File: config.mk
export PLATFORM = sky130hd
export DESIGN_NAME = aesl_deadlock_timeout_monitor
export DESIGN_NICKNAME = d
export VERILOG_FILES = /design/src/rtl/aesl_deadlock_timeout_monitor.sv
export SDC_FILE = /design/constraint.sdc
export NUM_CORES = 1
export LEC_CHECK = 0
export BUFFER_PORTS_ARGS = -buffer_cell sky130_fd_sc_hd__buf_2
export CELL_PAD_IN_SITES_DETAIL_PLACEMENT = 0
export CELL_PAD_IN_SITES_GLOBAL_PLACEMENT = 2
export CORE_UTILIZATION = 27
export DETAILED_ROUTE_END_ITERATION = 6
export PLACE_DENSITY = 0.74
export SLEW_MARGIN = 30
export SYNTH_ARGS = -nofsm -noshare
export SYNTH_HDL_FRONTEND = slang
export SYNTH_SLANG_ARGS = --single-unit
File: constraint.sdc
create_clock -name kernel_monitor_clock -period 1.76 [get_ports kernel_monitor_clock]
set_input_delay 0.352 -clock kernel_monitor_clock [delete_from_list [all_inputs] [get_ports kernel_monitor_clock]]
set_output_delay 0.352 -clock kernel_monitor_clock [all_outputs]
set_load 0.05 [all_outputs]
File: src/rtl/aesl_deadlock_timeout_monitor.sv
// Deadlock watchdog for one HLS kernel: declares deadlock after TIMEOUT consecutive
// stall cycles, then latches a sticky flag plus a snapshot of the blocked AXIS channels.
module aesl_deadlock_timeout_monitor #(
    parameter int N_AXIS  = 2,
    parameter int N_INST  = 1,
    parameter int TIMEOUT = 1024,
    parameter int EVT_W   = 8,
    localparam int CNT_W  = $clog2(TIMEOUT + 1),
    localparam int IDX_W  = (N_AXIS > 1) ? $clog2(N_AXIS) : 1
) (
    input  logic              kernel_monitor_clock,
    input  logic              kernel_monitor_reset,
    input  logic              enable,
    input  logic              clear,
    input  logic [N_AXIS-1:0] axis_block_sigs,
    input  logic [N_INST-1:0] inst_idle_sigs,
    input  logic [N_INST-1:0] inst_block_sigs,
    output logic              block,
    output logic              block_pulse,
    output logic [CNT_W-1:0]  stall_cnt,
    output logic [N_AXIS-1:0] snap_axis,
    output logic [IDX_W-1:0]  first_axis_idx,
    output logic [EVT_W-1:0]  event_cnt
);

    if (TIMEOUT < 2) begin : g_bad_timeout
        $error("aesl_deadlock_timeout_monitor: TIMEOUT must be >= 2");
    end

    typedef enum logic [1:0] {
        S_IDLE,
        S_WATCH,
        S_DEADLOCK
    } state_e;

    state_e              state_q, state_d;
    logic                block_q, block_d;
    logic                block_pulse_q, block_pulse_d;
    logic [CNT_W-1:0]    stall_cnt_q, stall_cnt_d;
    logic [N_AXIS-1:0]   snap_axis_q, snap_axis_d;
    logic [IDX_W-1:0]    first_axis_idx_q, first_axis_idx_d;
    logic [EVT_W-1:0]    event_cnt_q, event_cnt_d;
    logic                stall;
    logic [IDX_W-1:0]    lowest_idx;

    // Every instance must be either idle or blocked, and at least one channel must be blocked.
    assign stall = enable & (|axis_block_sigs) & (&(inst_block_sigs | inst_idle_sigs));

    // NOTE: assign a default before any conditional write in always_comb, otherwise a latch is inferred.
    always_comb begin
        lowest_idx = '0;
        for (int i = N_AXIS - 1; i >= 0; i--) begin
            if (axis_block_sigs[i]) lowest_idx = IDX_W'(i);
        end
    end

    always_comb begin
        state_d          = state_q;
        block_d          = block_q;
        block_pulse_d    = 1'b0;
        stall_cnt_d      = stall_cnt_q;
        snap_axis_d      = snap_axis_q;
        first_axis_idx_d = first_axis_idx_q;
        event_cnt_d      = event_cnt_q;
        case (state_q)
            S_IDLE: begin
                stall_cnt_d = '0;
                if (!clear && stall) begin
                    state_d     = S_WATCH;
                    stall_cnt_d = CNT_W'(1);
                end
            end
            S_WATCH: begin
                if (clear || !stall) begin
                    state_d     = S_IDLE;
                    stall_cnt_d = '0;
                end else if (stall_cnt_q == CNT_W'(TIMEOUT - 1)) begin
                    state_d          = S_DEADLOCK;
                    block_d          = 1'b1;
                    block_pulse_d    = 1'b1;
                    snap_axis_d      = axis_block_sigs;
                    first_axis_idx_d = lowest_idx;
                    stall_cnt_d      = CNT_W'(TIMEOUT);
                    if (event_cnt_q != {EVT_W{1'b1}}) event_cnt_d = event_cnt_q + EVT_W'(1);
                end else begin
                    stall_cnt_d = stall_cnt_q + CNT_W'(1);
                end
            end
            S_DEADLOCK: begin
                // Only clear leaves deadlock; the diagnostic snapshot survives it.
                if (clear) begin
                    state_d     = S_IDLE;
                    block_d     = 1'b0;
                    stall_cnt_d = '0;
                end
            end
            default: begin
                state_d     = S_IDLE;
                block_d     = 1'b0;
                stall_cnt_d = '0;
            end
        endcase
    end

    // NOTE: sequential state uses non-blocking assignments so every flop samples pre-edge values.
    always_ff @(posedge kernel_monitor_clock) begin
        if (kernel_monitor_reset) begin
            state_q          <= S_IDLE;
            block_q          <= 1'b0;
            block_pulse_q    <= 1'b0;
            stall_cnt_q      <= '0;
            snap_axis_q      <= '0;
            first_axis_idx_q <= '0;
            event_cnt_q      <= '0;
        end else begin
            state_q          <= state_d;
            block_q          <= block_d;
            block_pulse_q    <= block_pulse_d;
            stall_cnt_q      <= stall_cnt_d;
            snap_axis_q      <= snap_axis_d;
            first_axis_idx_q <= first_axis_idx_d;
            event_cnt_q      <= event_cnt_d;
        end
    end

    // A clear arriving in the entry cycle suppresses the strobe.
    assign block_pulse    = block_pulse_q & ~clear;
    assign block          = block_q;
    assign stall_cnt      = stall_cnt_q;
    assign snap_axis      = snap_axis_q;
    assign first_axis_idx = first_axis_idx_q;
    assign event_cnt      = event_cnt_q;

endmodule
Word-level counts from Yosys, hierarchy flattened
Index checks and enable logic that the tools add are counted.
- register bits after elaboration: 26
- latch bits: 0
- bits in writable memories: 0
- memory bits (read-only): 0
- output and inout port bits: 24
- memories kept: 0
- add/sub/neg operators: 2
- $mul: 0
- divide/modulo/power cells: 0
- magnitude comparators: 0
- eq/ne operators: 9
- shifts and indexed selects: 0
- mux-type cells: 17
- bitwise operators: 8
- reductions and logical operators: 11
- operators by type and width (kind ; count):
    11-bit 2-to-1 mux ; 3
    11-bit one-hot mux with 3 select lines ; 1
    11-bit by 1-bit adder with 11-bit output, second input constant ; 1
    11-bit by 10-bit == test with 1-bit output, second input constant ; 1
    8-bit by 1-bit adder with 8-bit output, second input constant ; 1
    2-bit 2-to-1 mux ; 4
    2-bit inequality test, second input constant ; 4
    8-bit inequality test, second input constant ; 1
    4-bit AND reduction ; 2
    1-bit 2-to-1 mux ; 7
    2-bit one-hot mux with 3 select lines ; 1
    3-bit AND reduction ; 2
    1-bit inverter ; 4
    1-bit AND ; 3
    3-bit inequality test, second input constant ; 1
    1-bit one-hot mux with 3 select lines ; 1
    3-bit OR reduction ; 1
    2-bit by 1-bit == test with 1-bit output, second input constant ; 1
    2-bit == test, second input constant ; 1
    1-bit logical NOT ; 2
    2-bit logical NOT ; 1
    2-bit OR reduction ; 1
    1-bit logical AND ; 1
    1-bit logical OR ; 1
    1-bit OR ; 1

Longest topological paths before layout
- depth in word-level cells: 7
- mapped depth: 7
- gate-level depth less buffers: 6

Worst setup path before layout
OpenSTA, ideal clock, no wires.
- kind: register -> register
- from: register stall_cnt_q[0], in the netlist stall_cnt[0]
- to: register event_cnt_q[6], in the netlist event_cnt[6]
- arrival: 2.227 ns
- setup slack: -0.553 ns
- stages on the path, launching flop included: 8
- path buffers: 1
- cells stage by stage: dfxtp_1 ha_1 nand3_1 or3_1 buf_2 nor3_4 a41oi_1 a211oi_1
- cells in the longest elaborated chain, start to end: 2
- ends and longest elaborated chain (element ; line ; RTL):
    start: declaration ; 39 ; logic [CNT_W-1:0] stall_cnt_q, stall_cnt_d;
    start signal: assignment ; 119 ; stall_cnt_q <= stall_cnt_d;
    11-bit by 10-bit == test with 1-bit output ; 77 ; end else if (stall_cnt_q == CNT_W'(TIMEOUT - 1)) begin
    4-bit AND reduction (no source line) ; -- ;
    end signal: assignment ; 122 ; event_cnt_q <= event_cnt_d;
    end: declaration ; 42 ; logic [EVT_W-1:0] event_cnt_q, event_cnt_d;
Every way passes these cells.
A chain may end at the register's enable or synchronous reset.

Final worst setup path
- from: register state_q[1]
- to: register first_axis_idx_q, in the netlist first_axis_idx
- cells in the longest elaborated chain, start to end: 2
- ends and longest elaborated chain (element ; line ; RTL):
    start: declaration ; 36 ; state_e state_q, state_d;
    start signal: assignment ; 116 ; state_q <= state_d;
    2-bit by 1-bit == test with 1-bit output ; 65 ; case (state_q)
    3-bit AND reduction (no source line) ; -- ;
    end signal: assignment ; 121 ; first_axis_idx_q <= first_axis_idx_d;
    end: declaration ; 41 ; logic [IDX_W-1:0] first_axis_idx_q, first_axis_idx_d;
Every way passes these cells.

==> results_dict.tcl <==
set metrics [dict create \
    grt_max_degree 15 \
    area_growth_syn_to_layout_pct 49.31 \
    finalSetupViolCount 6 \
    syn_area_per_cell_sq_um 8.222 \
    antenna_found_initial 0 \
    first_global_vias 1260 \
    postSynthCellCount 154 \
    ys_seq_area_share_pct 41.11 \
    rsz0062_at_grt "yes" \
    clock-sinks 26 \
    route.detailed.drc 6 \
    grt-ovfl-total 0 \
    pin_count 32 \
    synth_seq_cells 26 \
    ys_types 36 \
    yosysWarnings 0 \
    power_density_nw_per_um2 546.1 \
    layout_min_cycle_time_ns 1.808 \
    via_per_inst 5.057 \
    drv_slew 0 \
    via_count 1340 \
    root_buffer "clkbuf_8" \
    dieArea_sq_um 4967 \
    stdcell_count 265 \
    cts_buffers 3 \
    fin_crit_sh_pct 102.7 \
    cts_tree "built" \
    status "finished with violations" \
    finalHoldViolCount 0 \
    grt_pass1_wl_um 5816 \
    n_fill_cell 463 \
    cp.required_ns 1.96 \
    p_int_uw 799.9 \
    synthTopCellsByArea "dfxtp_1 41%, a21oi_1 6.3%, nor2_1 5.3%" \
    yosysTopAreaCell "dfxtp_1" \
    max_freq_ghz 0.5530 \
    p_comb_share_pct 4.7 \
    maxSlewHeadroom_pct 73.09 \
    p_seq_share_pct 56.4 \
    placement.cell_area_sq_um 1678 \
    floorplan.die.width_um 70.48 \
    p_total_uw 1032 \
    synth_compound_area_share_pct 17.09 \
    portBuffers 31 \
    ctsHoldBuffers 0 \
    finalWorstSetupSlack_ns -0.04839 \
    htree_levels 1 \
    finalNetCount 224 \
    start_kind "flip-flop" \
    dp_hpwl_um 2476 \
    cts_buffer_depth 2 \
    r2r_setup_slack_ns -0.05 \
    failed_checks "design-rule violations, negative setup slack" \
    r2r_end "first_axis_idx" \
    critical_path_class "flip-flop to flip-flop" \
    muxShareOfSynthArea_pct 0 \
    cp-end-kind "flip-flop" \
    cap_violations 0 \
    start_util_pct 28.49 \
    syn-num-nets 164 \
    netSwitchingPower_uw 232.6 \
    syn_area_sq_um 1266 \
    drt_iter0_drc 46 \
    final_util_pct 42.54 \
    rows 24 \
    place.gp.congestion 0.7830 \
    drive_above_1_share_pct 47.42 \
    synth_top_family_by_area "simple AND/OR/NAND/NOR gates" \
    dr.pass1.iters 6 \
    fin_area_sq_um 1891 \
    avgRoutedWirePerCell_um 13.83 \
    dp.cells 253 \
    clk_pin_slew_ns 0.10 \
    irDropWorstVdd_mv 0.3320 \
    synth_simple_gate_area_share_pct 34.19 \
    die_y_um 70.48 \
    drt-total-wl_um 3666 \
    hold_ws_ns 0.3176 \
    final_antenna_net_count 0 \
    grt.total_usage_pct 14.51 \
    antenna_cells 0 \
    worstPathArrival_ns 2.01 \
    coreArea_sq_um 4444 \
    power.share.clock_pct 38.9 \
    crit_path_start "state_q[1]" \
    synthAdderAreaFrac_pct 1.976 \
    p_sw_share_pct 22.53 \
    clock_skew_ns 0.001622 \
    hp-class "primary input to flip-flop" \
    leakagePower_uw 0.0007728 \
    clock_latency_ns 0.27 \
    yosys.area.top_type_share_pct 41.11 \
    critPathCapture "first_axis_idx" \
    synth_xor_area_share_pct 2.767 \
    timing.rr.start "state_q[1]" \
    worst_pin_slew_ns 0.4037 \
    worstRegToRegCells 7 \
    cp_max_fo 5 \
]
## routing by layer
metal,part of all wire [%],global-route usage (%)
met5,0,0
met2,50,25.03
met3,3.8,2.453
met4,0.68,3.401
met1,46,18.78
## sequential cells by signal (all words and copies together) (netlist names)
name            flops
block               1
snap_axis           2
block_pulse_q       1
state_q             2
first_axis_idx      1
event_cnt           8
stall_cnt          11
## cell usage after synthesis, drive strengths merged
cell    number
a41oi        1
o21a         2
a21oi       16
a311oi       2
dfxtp       26
nor2        18
nand4        1
nand2b       3
xnor2        3
ha           2
nor4         5
a31oi        1
a31o         1
o21ai        8
nand3b       1
and2         3
nand3       10
or3          5
or4          2
nor2b        2
buf          4
and3         3
nor3         7
nand4b       2
xor2         1
nand2       17
a211oi       3
o21ba        1
a22oi        1
clkbuf       3
## worst min path at each step
| stage | startpoint | slack [ns] | cells after the start | end |
|---|---|---|---|---|
| final | axis_block_sigs[1] | 0.32 | 3 | snap_axis[1] |
| after global routing | axis_block_sigs[1] | 0.34 | 3 | snap_axis[1] |
| after CTS | axis_block_sigs[1] | 0.32 | 3 | snap_axis[1] |
| after detailed placement | snap_axis[0] | 0.46 | 2 | snap_axis[0] |
| after global placement | snap_axis[0] | 0.44 | 2 | snap_axis[0] |
| after floorplan | axis_block_sigs[0] | 0.45 | 1 | first_axis_idx |
## placed cells by master, fill, tap and decap left out, types with 2 or more instances in the layout
| cell type | synthesis | layout |
|---|---|---|
| a211oi_2 | 0 | 2 |
| a21oi_1 | 16 | 13 |
| a21oi_2 | 0 | 3 |
| and2_1 | 3 | 3 |
| and3_1 | 3 | 3 |
| buf_2 | 2 | 31 |
| buf_4 | 0 | 26 |
| buf_6 | 1 | 4 |
| clkbuf_8 | 0 | 4 |
| dfxtp_1 | 26 | 13 |
| dfxtp_2 | 0 | 7 |
| dfxtp_4 | 0 | 6 |
| nand2_1 | 17 | 17 |
| nand2b_1 | 3 | 2 |
| nand3_1 | 9 | 8 |
| nand4b_1 | 2 | 2 |
| nor2_1 | 18 | 17 |
| nor2b_1 | 2 | 2 |
| nor3_1 | 6 | 6 |
| nor4_1 | 3 | 2 |
| nor4_4 | 0 | 2 |
| o21a_1 | 2 | 2 |
| o21ai_0 | 8 | 8 |
| or3_1 | 5 | 4 |
| or4_4 | 1 | 3 |
| xnor2_1 | 3 | 3 |
## power groups by stage
stage | sequential (uW) | clock [uW] | combinational (uW)
floorplan | 599 | 0 | 17.5
global placement | 595 | 0 | 42.7
detailed placement | 595 | 0 | 43.0
CTS | 581 | 410 | 43.2
global route | 582 | 445 | 53.9
finish | 582 | 402 | 48.8
## critical path, stage by stage, from the launching register on
cell	delay [ns]
dfxtp_2	0.33
nand2b_4	0.14
or4_4	0.60
nor3_4	0.21
buf_6	0.14
buf_6	0.11
nor2_2	0.04
a211oi_2	0.17
## cell type report
type / count / area [sq um] / area share [%]
Tap cell: 52 / 65.06 / 3.441
Sequential cell: 26 / 551.8 / 29.19
Clock buffer: 4 / 55.05 / 2.912
Timing Repair Buffer: 61 / 395.4 / 20.91
Multi-Input combinational cell: 122 / 823.3 / 43.55
## metrics by stage
stage | setup slack, ns | setup TNS (ns)
final | -0.04839 | -0.1478
after CTS | -0.02826 | -0.02826
after detailed placement | -0.1840 | -1.294
after global routing | -0.1341 | -0.8470
after global placement | -0.1310 | -0.8337
after floorplan | -0.1045 | -0.3014
## cell families after synthesis
logic type | after synthesis
compound gates | 36
fa+ha+maj | 2
xor+xnor | 4
buf+inv | 7
simple gates | 79
flops | 26
## repair_timing
action	CTS	global route
setup buffers	0	7
pin swaps	1	20
gates cloned	0	1
gates resized for setup	2	18
setup endpoints to repair	7	15
hold endpoints to repair	0	0
(Power assumes the default switching activity.)
